[config.mk]
export PLATFORM = sky130hd
export DESIGN_NAME = accum_alu_seq
export DESIGN_NICKNAME = d
export VERILOG_FILES = /design/src/rtl/alu_pkg.sv /design/src/rtl/alu_iter_unit.sv /design/src/rtl/accum_alu_seq.sv
export SDC_FILE = /design/constraint.sdc
export NUM_CORES = 1
export LEC_CHECK = 0
export ABC_AREA = 1
export CORE_ASPECT_RATIO = 0.7
export CORE_MARGIN = 2
export CORE_UTILIZATION = 57
export CTS_CLUSTER_SIZE = 14
export DETAILED_ROUTE_END_ITERATION = 10
export PLACE_DENSITY = 0.88
export SLEW_MARGIN = 20
export SYNTH_ARGS = -nofsm -noshare
export SYNTH_HDL_FRONTEND = slang
export SYNTH_SLANG_ARGS = --single-unit
[constraint.sdc]
create_clock -name clk -period 3.5 [get_ports clk]
set_clock_uncertainty 0.05 [all_clocks]
set_input_delay 0.7 -clock clk [delete_from_list [all_inputs] [get_ports clk]]
set_output_delay 0.7 -clock clk [all_outputs]
set_load 0.01 [all_outputs]
[src/rtl/alu_pkg.sv]
// Shared types for the accumulator ALU: opcodes, FSM states and iterative-unit modes.
package alu_pkg;

   typedef enum logic [3:0] {
      OP_AND  = 4'd0,
      OP_OR   = 4'd1,
      OP_ADD  = 4'd2,
      OP_SUB  = 4'd3,
      OP_ADDI = 4'd4,
      OP_MOV  = 4'd5,
      OP_CMP  = 4'd7,
      OP_SHL  = 4'd8,
      OP_SHR  = 4'd9,
      OP_MUL  = 4'd10
   } op_t;

   typedef enum logic [1:0] {
      S_IDLE = 2'd0,
      S_EXEC = 2'd1,
      S_ITER = 2'd2,
      S_DONE = 2'd3
   } state_t;

   localparam logic [1:0] MODE_SHL = 2'd0;
   localparam logic [1:0] MODE_SHR = 2'd1;
   localparam logic [1:0] MODE_MUL = 2'd2;

   // Unsigned compare encoding: 10 equal, 01 greater, 00 less.
   function automatic logic [1:0] cmp_code(input logic eq, input logic gt);
      if (eq)
         return 2'b10;
      else if (gt)
         return 2'b01;
      else
         return 2'b00;
   endfunction

endpackage

[src/rtl/alu_iter_unit.sv]
// Multi-cycle datapath: one-bit-per-step shifter and shift-add unsigned multiplier.
module alu_iter_unit
   import alu_pkg::*;
#(
   parameter int W = 8
) (
   input  logic                 clk,
   input  logic                 rst_n,
   input  logic                 load,
   input  logic                 step,
   input  logic [1:0]           mode,
   input  logic [W-1:0]         a,
   input  logic [W-1:0]         b,
   input  logic                 fill,
   input  logic [$clog2(W):0]   count_init,
   output logic [W-1:0]         nxt_lo,
   output logic [W-1:0]         nxt_hi,
   output logic                 nxt_cout,
   output logic                 last
);

   localparam int CW = $clog2(W) + 1;

   logic [W-1:0]  lo;
   logic [W-1:0]  hi;
   logic [W-1:0]  mcand;
   logic [1:0]    mode_r;
   logic          fill_r;
   logic [CW-1:0] cnt;
   logic [W:0]    sum;

   // For MUL, lo holds the remaining multiplier bits and receives product bits from hi.
   always_comb begin
      sum      = {1'b0, hi} + (lo[0] ? {1'b0, mcand} : '0);
      nxt_lo   = lo;
      nxt_hi   = hi;
      nxt_cout = 1'b0;
      case (mode_r)
         MODE_SHL: begin
            nxt_lo   = {lo[W-2:0], fill_r};
            nxt_cout = lo[W-1];
         end
         MODE_SHR: begin
            nxt_lo   = {fill_r, lo[W-1:1]};
            nxt_cout = lo[0];
         end
         MODE_MUL: begin
            nxt_hi   = sum[W:1];
            nxt_lo   = {sum[0], lo[W-1:1]};
            nxt_cout = |sum[W:1];
         end
         default: ;
      endcase
   end

   // The step that brings the counter to zero is the final one.
   assign last = (cnt <= CW'(1));

   always_ff @(posedge clk) begin
      if (!rst_n) begin
         lo     <= '0;
         hi     <= '0;
         mcand  <= '0;
         mode_r <= MODE_SHL;
         fill_r <= 1'b0;
         cnt    <= '0;
      end else if (load) begin
         lo     <= (mode == MODE_MUL) ? b : a;
         hi     <= '0;
         mcand  <= a;
         mode_r <= mode;
         fill_r <= fill;
         cnt    <= count_init;
      end else if (step && (cnt != '0)) begin
         lo  <= nxt_lo;
         hi  <= nxt_hi;
         cnt <= cnt - CW'(1);
      end
   end

endmodule

[src/rtl/accum_alu_seq.sv]
// Sequential accumulator ALU: issue FSM, operand capture and result registers;
// shifts and multiplies are delegated to alu_iter_unit.
module accum_alu_seq
   import alu_pkg::*;
#(
   parameter int W     = 8,
   parameter int IMM_W = 3
) (
   input  logic             clk,
   input  logic             rst_n,
   input  logic             start,
   input  logic [3:0]       op,
   input  logic [W-1:0]     in_a,
   input  logic [W-1:0]     in_b,
   input  logic [IMM_W-1:0] imm,
   input  logic             carry_in,
   output logic             busy,
   output logic             done,
   output logic [W-1:0]     acc,
   output logic [W-1:0]     data_out,
   output logic             carry_out,
   output logic [1:0]       cmp_flag,
   output logic             zero,
   output logic             parity
);

   localparam int LW = $clog2(W);
   localparam int CW = LW + 1;

   state_t           state;
   op_t              op_r;
   logic [W-1:0]     a_r;
   logic [W-1:0]     b_r;
   logic [IMM_W-1:0] imm_r;
   logic             ci_r;

   logic [W-1:0]     imm_ext;
   logic [W:0]       add_sum;
   logic [W:0]       sub_diff;
   logic [W:0]       addi_sum;
   logic [CW-1:0]    shamt;
   logic [CW-1:0]    iter_cnt_init;
   logic [1:0]       iter_mode;
   logic             iter_op;
   logic             iter_load;
   logic             iter_step;
   logic             iter_last;
   logic [W-1:0]     it_lo;
   logic [W-1:0]     it_hi;
   logic             it_cout;

   always_comb begin
      imm_ext              = '0;
      imm_ext[IMM_W-1:0]   = imm_r;
   end

   assign add_sum  = {1'b0, a_r} + {1'b0, b_r}     + {{W{1'b0}}, ci_r};
   assign sub_diff = {1'b0, a_r} - {1'b0, b_r}     + {{W{1'b0}}, ci_r};
   assign addi_sum = {1'b0, a_r} + {1'b0, imm_ext} + {{W{1'b0}}, ci_r};
   assign shamt    = {1'b0, b_r[LW-1:0]};

   // A zero-length shift is finished in EXEC and never enters ITER.
   always_comb begin
      iter_op       = 1'b0;
      iter_mode     = MODE_SHL;
      iter_cnt_init = shamt;
      case (op_r)
         OP_SHL: iter_op = (shamt != '0);
         OP_SHR: begin
            iter_op   = (shamt != '0);
            iter_mode = MODE_SHR;
         end
         OP_MUL: begin
            iter_op       = 1'b1;
            iter_mode     = MODE_MUL;
            iter_cnt_init = CW'(W);
         end
         default: ;
      endcase
   end

   assign iter_load = (state == S_EXEC) && iter_op;
   assign iter_step = (state == S_ITER);

   alu_iter_unit #(.W(W)) u_iter (
      .clk        (clk),
      .rst_n      (rst_n),
      .load       (iter_load),
      .step       (iter_step),
      .mode       (iter_mode),
      .a          (a_r),
      .b          (b_r),
      .fill       (ci_r),
      .count_init (iter_cnt_init),
      .nxt_lo     (it_lo),
      .nxt_hi     (it_hi),
      .nxt_cout   (it_cout),
      .last       (iter_last)
   );

   always_ff @(posedge clk) begin
      if (!rst_n) begin
         state     <= S_IDLE;
         busy      <= 1'b0;
         done      <= 1'b0;
         acc       <= '0;
         data_out  <= '0;
         carry_out <= 1'b0;
         cmp_flag  <= 2'b00;
         op_r      <= OP_AND;
         a_r       <= '0;
         b_r       <= '0;
         imm_r     <= '0;
         ci_r      <= 1'b0;
      end else begin
         done <= 1'b0;
         case (state)
            S_IDLE: begin
               if (start) begin
                  op_r  <= op_t'(op);
                  a_r   <= in_a;
                  b_r   <= in_b;
                  imm_r <= imm;
                  ci_r  <= carry_in;
                  busy  <= 1'b1;
                  state <= S_EXEC;
               end
            end
            S_EXEC: begin
               case (op_r)
                  OP_AND:  acc <= a_r & b_r;
                  OP_OR:   acc <= a_r | b_r;
                  OP_ADD:  {carry_out, acc} <= add_sum;
                  OP_SUB:  {carry_out, acc} <= sub_diff;
                  OP_ADDI: {carry_out, acc} <= addi_sum;
                  OP_MOV:  data_out <= a_r;
                  OP_CMP:  cmp_flag <= cmp_code(a_r == b_r, a_r > b_r);
                  OP_SHL, OP_SHR: begin
                     if (shamt == '0) begin
                        acc       <= a_r;
                        carry_out <= 1'b0;
                     end
                  end
                  default: ;
               endcase
               if (iter_op) begin
                  state <= S_ITER;
               end else begin
                  done  <= 1'b1;
                  state <= S_DONE;
               end
            end
            S_ITER: begin
               // Results are taken from the final step's next-state values.
               if (iter_last) begin
                  acc       <= it_lo;
                  carry_out <= it_cout;
                  if (op_r == OP_MUL)
                     data_out <= it_hi;
                  done  <= 1'b1;
                  state <= S_DONE;
               end
            end
            S_DONE: begin
               busy  <= 1'b0;
               state <= S_IDLE;
            end
            default: begin
               busy  <= 1'b0;
               state <= S_IDLE;
            end
         endcase
      end
   end

   assign zero   = ~|acc;
   assign parity = ^acc;

endmodule

Word-level counts from Yosys, hierarchy flattened
Cells that the tools add are included.

word-level totals
  register bits = 78
  input bits = 27
  output and inout port bits = 23
  logic and storage cells = 113

operators by class
  add/subtract/negate cells = 8
  order comparisons = 2
  equality and inequality tests = 23
  multiplexer cells = 35
  bitwise gates (word level) = 3
  reductions and logical operators = 24

operators with widths
  operator                                       number
  two-way mux 8 bit                              10
  one-hot mux 8 bit (6 select lines)             1
  one-hot mux 8 bit (2 select lines)             2
  adder 9 x 1 -> 9 bit                           3
  one-hot mux 8 bit (3 select lines)             1
  OR reduction 8 bit                             2
  == test 4 x 3 -> 1 bit, second input constant  3
  == test 4 bit, second input constant           3
  two-way mux 4 bit                              3
  AND reduction 4 bit                            3
  adder 8 x 3 -> 9 bit                           1
  adder 8 x 8 -> 9 bit                           1
  adder 8 x 9 -> 9 bit                           1
  subtractor 8 x 8 -> 9 bit                      1
  bitwise AND 8 bit                              1
  == test 2 bit, second input constant           4
  == test 4 x 2 -> 1 bit, second input constant  2
  == test 8 bit                                  1
  > comparator 8 bit                             1
  logical NOT 4 bit                              2
  OR 8 bit                                       1
  one-hot mux 1 bit (2 select lines)             4
  one-hot mux 2 bit (4 select lines)             1
  AND reduction 2 bit                            4
  22 further kinds                               39

Depth between registers and ports, before layout
  word-level depth = 6
  mapped depth = 20

Cells and area by module
Synthesis repeated with hierarchy kept, for this count alone.

unflattened totals
  cell total of the unflattened synthesis = 903
  area total of the unflattened synthesis = 5993.2 µm²

by module, submodules not included
  module         instances  cells an instance  area each (µm²)  sequential area each (µm²)
  accum_alu_seq  1          558                3779.9           940.9
  alu_iter_unit  1          345                2213.4           620.6

Worst setup path before layout
No wires, ideal clock.

  path kind = reg2reg
  start = register a_r[1]
  end = register carry_out
  setup time = 0.109 ns
  data arrival time = 2.120 ns
  path slack = 1.221 ns
  cell stages (with the launch flop) = 16
  buffers on the path = 0
  period minus slack after synthesis = 2.279 ns
  cells stage by stage = dfxtp_1 inv_1 ha_1 fa_1 inv_1 nand3_1 nand2_1 nand4_1 nand2_1 nand2_1 nand3_1 nand3_1 nand2_1 nand3_1 nand2_1 inv_1

on the way
  longest elaborated chain between the ends = 4

ends and longest elaborated chain
  item                                            RTL line                                                       RTL
  from (decl)                                     accum_alu_seq.sv:32                                            logic [W-1:0] a_r;
  from (signal assigned)                          accum_alu_seq.sv:121                                           a_r <= in_a;
  adder 8 x 3 -> 9 bit (tied with other cells)    accum_alu_seq.sv:59                                            assign addi_sum = {1'b0, a_r} + {1'b0, imm_ext} + {{W{1'b0}}, ci_r};
  adder 9 x 1 -> 9 bit, on equally long branches  accum_alu_seq.sv:59, accum_alu_seq.sv:57, accum_alu_seq.sv:58
  one-hot mux 1 bit (4 select lines) *            accum_alu_seq.sv:130                                           case (op_r)
  one-hot mux 1 bit (2 select lines) *            accum_alu_seq.sv:117                                           case (state)
  to (signal assigned)                            accum_alu_seq.sv:133                                           OP_ADD: {carry_out, acc} <= add_sum;
  to (signal assigned)                            accum_alu_seq.sv:134                                           OP_SUB: {carry_out, acc} <= sub_diff;
  to (signal assigned)                            accum_alu_seq.sv:135                                           OP_ADDI: {carry_out, acc} <= addi_sum;
  to (decl)                                       accum_alu_seq.sv:21                                            output logic carry_out,

Every way passes the cells marked *; elsewhere a longest branch is shown, timed or not.
A chain may end at the register's enable or synchronous reset.

Worst setup path in the final report
  start = register acc[2]
  end = output port parity

on the way
  longest elaborated chain between the ends = 1

ends and longest elaborated chain
  item                    RTL line              RTL
  from (decl)             accum_alu_seq.sv:19   output logic [W-1:0] acc,
  from (signal assigned)  accum_alu_seq.sv:131  OP_AND: acc <= a_r & b_r;
  from (signal assigned)  accum_alu_seq.sv:132  OP_OR: acc <= a_r | b_r;
  from (signal assigned)  accum_alu_seq.sv:133
  XOR reduction 8 bit     accum_alu_seq.sv:177  assign parity = ^acc;
  to (decl)               accum_alu_seq.sv:24   output logic parity

No other way between the ends.

==> impl_metrics.ini <==
[status]
status = completed

[worst_setup_path]
cp.arrival_ps = 2000
crit_path_start = acc[2]
critical_path_class = reg2out
critPathRequiredTime_ps = 2750
crit_path_end_kind = output port
cp_max_fo = 3
r2r_start = a_r[2]
r2r_setup_slack_ps = 760
reg2regPathDepth = 13
crit_path_start_kind = register

[placed_design]
port_buffers = 49
dpl.hpwl_mm = 13.0
gp_congestion = 1.00

[cts]
clkSlewWorstSetupHoldPaths_ps = 70
numCtsBuffers = 9
insertion_delay_ps = 350
clock-root-buffer = clkbuf_16
ctsLongestPathBuffers = 2
cts_resized = 0
cts_setup_buffers = 0
cts_hold_buf = 0
clkSinkCount = 78
cts_tree = done
h-tree-depth = 3

[job]
cap_viol_max_count = 0

[pwr]
p_leak_uw = 0.00297
intPower_uw = 2750
ir_worst_vdd_mv = 0.467
p_switching_uw = 2480
switching_share = 0.474
pwr-share-clk = 0.189
p_seq_frac = 0.256
combPwrFrac = 0.554
p_per_area_nw_per_um2 = 784

[logic_synthesis]
synth_top_area_frac = 0.270
synth_area_um2 = 5780
ys.flop_type = dfxtp_1
synth-edff-count = 0
synth_cell_types = 46
syn_avg_cell_area_um2 = 6.99
yosysTopAreaCell = dfxtp_1
async_flop_share = 0
yosysSeqAreaShare = 0.270
yosys_warnings = 0
yosysMostFrequentCell = nand2_1
netlist_instances = 827
yosys-top-cells-area = dfxtp_1 (27%), ha_1 (11%), nand2_1 (9.2%)
yosys_register_bits = 78
syn_nets = 916
netlist_top_cells_count = nand2_1 (142), inv_1 (117), a21oi_1 (92), dfxtp_1 (78), o21ai_0 (73)

[finish]
drive_gt1_frac = 0.0766
n_antenna_cell = 0
num-nets-final = 959
fillCellCount = 827
syn_to_final_growth_pct = 15.3

[global_route]
grt_max_degree = 51
overflow = 0
grt_use_total = 0.322
grt_pass1_wl_mm = 27.8
grt_pass1_vias = 5443
antenna_found_initial = 0

[routing]
wl_mm = 17.4
vias = 6045
wl_per_cell_um = 17.4
drc = 0
drt_iter0_drc = 788
drt_pass1_iterations = 8
avgViaCountPerCell = 6.03
antenna_left = 0

[floorplanning]
die_w_um = 124
start_util = 0.590
core_um2 = 9800
io_pins = 50
die_y_um = 88.3
die-area_um2 = 11000
std_cell_rows = 30

[timing]
tightest_slew_ps = 815
rsz0062_at_grt = no
relSlewSlack = 0.454
period_share = 0.785
setup_viol = 0
fin_tns_setup_ps = 0
min_period_ps = 2750
hold_viol = 0
hold-worst-slack_ps = 427
maxSlewViolCount = 0
timing.fmax_ghz = 0.364

[worst_hold_path]
holdPathStages = 1
worstHoldStart = u_iter.mcand[5]
min_path_type = reg2reg
## cell usage in the layout, fill, tap and decap left out, drive strengths merged, types with 4 or more instances in the layout
| cell type | n |
|---|---|
| clkdlybuf4s50 | 49 |
| xnor2 | 4 |
| nand4 | 8 |
| or2 | 4 |
| nand3 | 39 |
| dfxtp | 78 |
| ha | 53 |
| a221oi | 6 |
| inv | 129 |
| o221ai | 6 |
| fa | 9 |
| buf | 6 |
| a31oi | 8 |
| nor3 | 9 |
| clkbuf | 9 |
| o22ai | 14 |
| nor2 | 84 |
| o21ai | 84 |
| a22o | 7 |
| nand2 | 149 |
| a21oi | 93 |
## routing by layer
metal	track usage	wire length, um
met1	0.456	7670
met4	0.112	516
met3	0.0937	2210
met2	0.473	7040
met5	0	0
## flip-flops by register name, indices dropped and copies added, names as in the netlist
name	cells
carry_out	1
imm_r	3
u_iter.cnt	4
u_iter.fill_r	1
b_r	8
acc	8
u_iter.hi	8
u_iter.lo	8
busy	1
a_r	8
ci_r	1
op_r	4
cmp_flag	2
data_out	8
u_iter.mcand	8
u_iter.mode_r	2
state	2
done	1
## path summary, 6_finish.rpt
| path | end |
|---|---|
| hold / removal | u_iter.mcand[5] |
| hold reg to reg | u_iter.mcand[5] |
| setup / recovery | parity |
| setup reg to reg | acc[5] |
## power groups by stage
stage / combinational, uW / sequential (uW) / clock (uW)
detailed placement: 2790 / 1350 / 0
finish: 2900 / 1340 / 990
global route: 3180 / 1370 / 1030
floorplan: 1930 / 1310 / 0
global placement: 2730 / 1340 / 0
CTS: 2820 / 1330 / 985
## per-stage QoR
step	instance area [um2]	cells	setup slack [ps]	utilization	power [uW]
final	6670	1003	753	0.680	5230
after global routing	6670	1003	614	0.680	5580
after CTS	6670	1003	749	0.680	5140
after detailed placement	6360	987	885	0.649	4140
after global placement	6360	987	891	0.649	4070
after floorplan	5780	827	1220	-	3240
## worst max-delay path, stage by stage (launching register included)
cell and delay [ps]:
dfxtp_1 370, inv_1 60, ha_1 300, xor2_1 200, xnor2_1 150, clkdlybuf4s50_1 560
## cells by family (layout without fill, tap and decap cells)
| family | after synthesis | after routing | share of synthesized area |
|---|---|---|---|
| buf+inv | 150 | 198 | 0.103 |
| xor+xnor | 7 | 7 | 0.0106 |
| simple gates | 297 | 297 | 0.237 |
| fa+ha+maj | 62 | 62 | 0.146 |
| flops | 78 | 78 | 0.270 |
| compound gates | 233 | 233 | 0.233 |
## layout make-up
cell class | count | area, um2 | share of cell area
Clock buffer | 9 | 225 | 0.0338
Clock inverter | 7 | 80.1 | 0.0120
Inverter | 127 | 482 | 0.0723
Multi-Input combinational cell | 599 | 3620 | 0.543
Sequential cell | 78 | 1560 | 0.234
Tap cell | 128 | 160 | 0.0240
Timing Repair Buffer | 55 | 536 | 0.0803
Power figures use the tool's default switching activity.
